--- config.mk ---
export PLATFORM = sky130hd
export DESIGN_NAME = div3_share_arb
export DESIGN_NICKNAME = d
export VERILOG_FILES = /design/src/rtl/vga_glyph_pkg.sv /design/src/rtl/div3.sv /design/src/rtl/div3_share_arb.sv
export SDC_FILE = /design/constraint.sdc
export NUM_CORES = 1
export LEC_CHECK = 0
export ABC_CLOCK_PERIOD_IN_PS = 6120
export BUFFER_PORTS_ARGS = -buffer_cell sky130_fd_sc_hd__buf_2
export CAP_MARGIN = 40
export CORE_MARGIN = 10
export CORE_UTILIZATION = 40
export DETAILED_ROUTE_END_ITERATION = 10
export SYNTH_ARGS = -nofsm -noshare
export SYNTH_HDL_FRONTEND = slang
export SYNTH_SLANG_ARGS = --single-unit
--- constraint.sdc ---
create_clock -name clk -period 6.12 [get_ports clk]
set_clock_uncertainty 0.2 [all_clocks]
set_input_delay 0.918 -clock clk [delete_from_list [all_inputs] [get_ports clk]]
set_output_delay 0.918 -clock clk [all_outputs]
set_load 0.05 [all_outputs]
--- src/rtl/vga_glyph_pkg.sv ---
// rtl/vga_glyph_pkg.sv - shared widths and requester ids for the VGA glyph renderer
package vga_glyph_pkg;
    localparam int DIV3_IN_W = 7;
    localparam int DIV3_Q_W  = 6;
    localparam int DIV3_R_W  = 2;

    localparam logic REQ_H = 1'b0;
    localparam logic REQ_V = 1'b1;
endpackage

--- src/rtl/div3.sv ---
// rtl/div3.sv - combinational divide-by-three of a 7-bit value
module div3
    import vga_glyph_pkg::*;
(
    input  logic [DIV3_IN_W-1:0] dividend,
    output logic [DIV3_Q_W-1:0]  quotient
);
    logic [12:0] ext;
    logic [12:0] prod;

    // floor(x*43/128) equals floor(x/3) for every x in 0..127
    assign ext      = {6'd0, dividend};
    assign prod     = (ext << 5) + (ext << 3) + (ext << 1) + ext;
    assign quotient = DIV3_Q_W'(prod >> 7);
endmodule

--- src/rtl/div3_share_arb.sv ---
// rtl/div3_share_arb.sv - arbiter sharing one div3 between horizontal and vertical requesters
module div3_share_arb
    import vga_glyph_pkg::*;
#(
    parameter int FIXED_PRIO = 0
) (
    input  logic                 clk,
    input  logic                 rst_n,
    input  logic                 req0,
    input  logic [DIV3_IN_W-1:0] in0,
    output logic                 gnt0,
    output logic                 valid0,
    output logic [DIV3_Q_W-1:0]  q0,
    output logic [DIV3_R_W-1:0]  r0,
    input  logic                 req1,
    input  logic [DIV3_IN_W-1:0] in1,
    output logic                 gnt1,
    output logic                 valid1,
    output logic [DIV3_Q_W-1:0]  q1,
    output logic [DIV3_R_W-1:0]  r1
);
    logic                 last;
    logic [DIV3_IN_W-1:0] sel_in;
    logic [DIV3_Q_W-1:0]  quo;
    logic [DIV3_IN_W-1:0] quo_ext;
    logic [DIV3_IN_W-1:0] diff;
    logic [DIV3_R_W-1:0]  rem;

    // last == REQ_V means requester 1 was served most recently, so 0 wins a tie
    always_comb begin
        gnt0 = 1'b0;
        gnt1 = 1'b0;
        if (rst_n) begin
            if (req0 && req1) begin
                if (FIXED_PRIO != 0 || last == REQ_V) begin
                    gnt0 = 1'b1;
                end else begin
                    gnt1 = 1'b1;
                end
            end else begin
                gnt0 = req0;
                gnt1 = req1;
            end
        end
    end

    assign sel_in = gnt1 ? in1 : in0;

    div3 u_div3 (
        .dividend (sel_in),
        .quotient (quo)
    );

    assign quo_ext = {1'b0, quo};
    assign diff    = sel_in - (quo_ext << 1) - quo_ext;
    assign rem     = DIV3_R_W'(diff);

    always_ff @(posedge clk) begin
        if (!rst_n) begin
            valid0 <= 1'b0;
            valid1 <= 1'b0;
            q0     <= '0;
            r0     <= '0;
            q1     <= '0;
            r1     <= '0;
            last   <= REQ_V;
        end else begin
            valid0 <= gnt0;
            valid1 <= gnt1;
            if (gnt0) begin
                q0 <= quo;
                r0 <= rem;
            end
            if (gnt1) begin
                q1 <= quo;
                r1 <= rem;
            end
            if (gnt0 || gnt1) begin
                last <= gnt1 ? REQ_V : REQ_H;
            end
        end
    end
endmodule

==> reports/summary.txt <==
Post-Syn Instances - 165
Syn nets - 208
Reg-to-reg endpoint - r0[1]$_SDFFE_PN0P_
Most instantiated cells after synthesis - ha_1 (23), nand2_1 (21), dfxtp_1 (19), o21ai_0 (13), inv_1 (12)
Post-Layout Cell Count - 248
Netlist Area Pre-Place - 1454 sq um
Initial antenna violation count - 0
Post-CTS Resized - 0
Crit-path max FO - 24
Largest net degree at the start of global routing - 25
CTS H-Tree Depth - 1
Register share of total power - 0.249
Worst setup SP type - primary input
Ranking of synthesized cells by area - dfxtp_1 (26%), ha_1 (20%), nand2_1 (5.4%)
Clk pwr share - 0.096
Die area - 6446 sq um
Pint - 0.3372 mW
CTS tree - yes
Post-Place Cells - 244
Core ar. - 3416 sq um
First-pass GRT wire length - 5740 microns
First-pass DRT Iterations - 4
Crit path cell chain - buf_2 -> nand3_1 -> buf_4 -> inv_2 -> mux2i_1 -> xnor2_1 -> ha_1 -> or2_2 -> fa_1 -> ha_1 -> a21o_1 -> a21oi_1 -> nand2_1 -> xor2_2 -> ha_1 -> xor2_1 -> xnor3_1 -> a21oi_1
Min Tclk post-route - 5.068 ns
Switch share - 0.4813
Slowest cell on crit path - fa_1
Post-DP HPWL - 2995 microns
I/O Pins - 38
Worst setup path end - r0[1]$_SDFFE_PN0P_
Crit path largest cell delay - 0.45 ns
Combinational Power Share - 0.655
Status - complete, no violations
CP delay by family, top - adder cells
Ys Warns - 0
Fin crit share - 0.8280
Share of cells above drive strength 1 - 0.2673
RSZ-0062 raised after global routing - false
Vias post-DR - 1279
ANT nets after route - 0
Layout area overhead - 18.24%
Vias in the first global route - 1311
Sequential share of the synthesized area - 0.2616
Most used cell, CP - ha_1
Synth top area share - 0.2616
Slew HR - 0.7245
Fin nets - 246
Pleak - 0.9625 nW
Worst Tran Pin Value - 0.4017 ns
Register-to-register setup slack - 1.60 ns
Reg2Reg Launch Point - last$_SDFFE_PN1P_
I/O Buffers - 37
Async set-reset flop share out of synthesis - 0
Total gr overflow - 0
Maximum vdd drop - 143.9 uV
Total CTS buffers - 3
Final Cell Area - 1719 sq um
Fin. max-slew vios - 0
Most area-hungry cell type in the Yosys netlist - dfxtp_1
Fin. Hold Viols - 0
Power Density - 378.2 nW/um^2
Rows - 21
Final setup vio count - 0
Switching Power - 0.3129 mW
Clock root cell - clkbuf_4
Fill cells - 347
Most numerous cell in the Yosys netlist - ha_1
Antenna cells - 0
Fin util - 0.5033
Stages on worst setup path - 18
#FFs+latches synth - 19
Tot GR Track Use - 0.1066
Starting Density - 0.4256
Hold Buf Count CTS - 0
Synth unique cells - 39
Crit path from - rst_n
Syn avg cell area - 8.811 sq um
Area post-placement - 1692 sq um
CP endpoint kind - register
Chip Height - 80.29 microns
Clock sinks - 19
Wire length per cell - 13.94 microns
Vias/cell - 5.157
Hold Path Class - register to register
Die X - 80.29 microns
F_max - 197.3 MHz
Gpl congestion - 0.8713
Final WL - 3458 microns
Total Neg Setup Slack - 0 ns
Worst Path Buf+Inv - 3
Cell count of the worst reg-to-reg path - 18
Initial DRC Count - 58
DRC - 0
Crit path kind - primary input to register
Post-synth EDFFs - 0
Req. time, crit path - 6.16 ns
Post-synth top flop - dfxtp_1
Clk buf depth - 2
Clock slew at reported path FFs - 0.11 ns
Post-CTS setup buffers - 0
Data arrival, critical path - 5.10 ns
Count of maximum capacitance violations - 0
Worst skew pair latency - 0.29 ns
state kept, by name, indices dropped and copies added, names as in the netlist:
signal	cells
q0	6
q1	6
r0	2
r1	2
last	1
valid0	1
valid1	1
layout make-up:
cell class / count / area, sq um / share of cell area
sequential: 19 / 380.4 / 0.2213
clock buffer: 3 / 22.52 / 0.01310
inverter: 13 / 48.80 / 0.02838
tap: 46 / 57.56 / 0.03348
multi-input combinational: 126 / 997.2 / 0.5801
timing repair buffer: 40 / 207.7 / 0.1208
clock inverter: 1 / 5.005 / 0.002911
worst min-delay path by stage:
stage | startpoint | to | slack (ns) | cells past startpoint
after global routing | q1[0]$_SDFFE_PN0N_ | q1[0]$_SDFFE_PN0N_ | 0.29 | 2
after CTS | q1[0]$_SDFFE_PN0N_ | q1[0]$_SDFFE_PN0N_ | 0.27 | 2
after global placement | r1[1]$_SDFFE_PN0N_ | r1[1]$_SDFFE_PN0N_ | 0.25 | 2
after detailed placement | q1[0]$_SDFFE_PN0N_ | q1[0]$_SDFFE_PN0N_ | 0.25 | 2
after floorplan | last$_SDFFE_PN1P_ | last$_SDFFE_PN1P_ | 0.30 | 2
final | q1[0]$_SDFFE_PN0N_ | q1[0]$_SDFFE_PN0N_ | 0.27 | 2
placed cells by master, fill, tap and decap left out, drive strengths merged, types with 4 or more instances in the layout:
master	n
mux2i	6
a21o	4
nand2	21
xnor2	4
dfxtp	19
nand3	8
a21oi	6
xor2	5
o21ai	15
ha	23
inv	13
buf	40
routing by layer:
layer / part of all wire / vias up / global-route usage
met1: 0.41 / 597 / 0.1122
met3: 0.052 / 6 / 0.02116
met2: 0.51 / 21 / 0.1982
met5: 0 / - / 0
li1: - / 655 / -
met4: 0.026 / 0 / 0.04754
kinds of logic after synthesis:
group	after synthesis	synth area share
AOI/OAI and AO/OA	42	0.1945
DFF	19	0.2616
muxes	6	0.04131
and+or+nand+nor	43	0.1446
adders and majority gates	25	0.2255
xor gates and xnor gates	10	0.08004
buffers and inverters	20	0.05249
worst register-to-register path, delay by kind of cell, from the launching register on:
family	cells	cell delay [ns]
and+or+nand+nor	4	0.55
muxes	1	0.41
xor gates and xnor gates	4	0.88
adders and majority gates	4	1.21
AOI/OAI and AO/OA	3	0.46
buffers and inverters	2	0.38
DFF	1	0.35
metrics by stage:
step                      hold WS (ns)  setup WS [ns]  power [mW]
after floorplan                 0.3040          1.449      0.5008
after global placement          0.2532         0.8233      0.5848
after detailed placement        0.2510         0.7225      0.5930
after CTS                       0.2701          1.047      0.6584
after global routing            0.2944         0.6981      0.7032
final                           0.2678          1.052      0.6502
power groups by stage:
stage	registers, mW	clock network [mW]	logic (mW)
6_report	0.162	0.0622	0.426
4_1_cts	0.163	0.0664	0.429
2_1_floorplan	0.255	0	0.246
5_1_grt	0.165	0.0723	0.465
3_3_place_gp	0.165	0	0.420
3_5_place_dp	0.165	0	0.428
No activity file was read; power rests on OpenSTA's default activity.
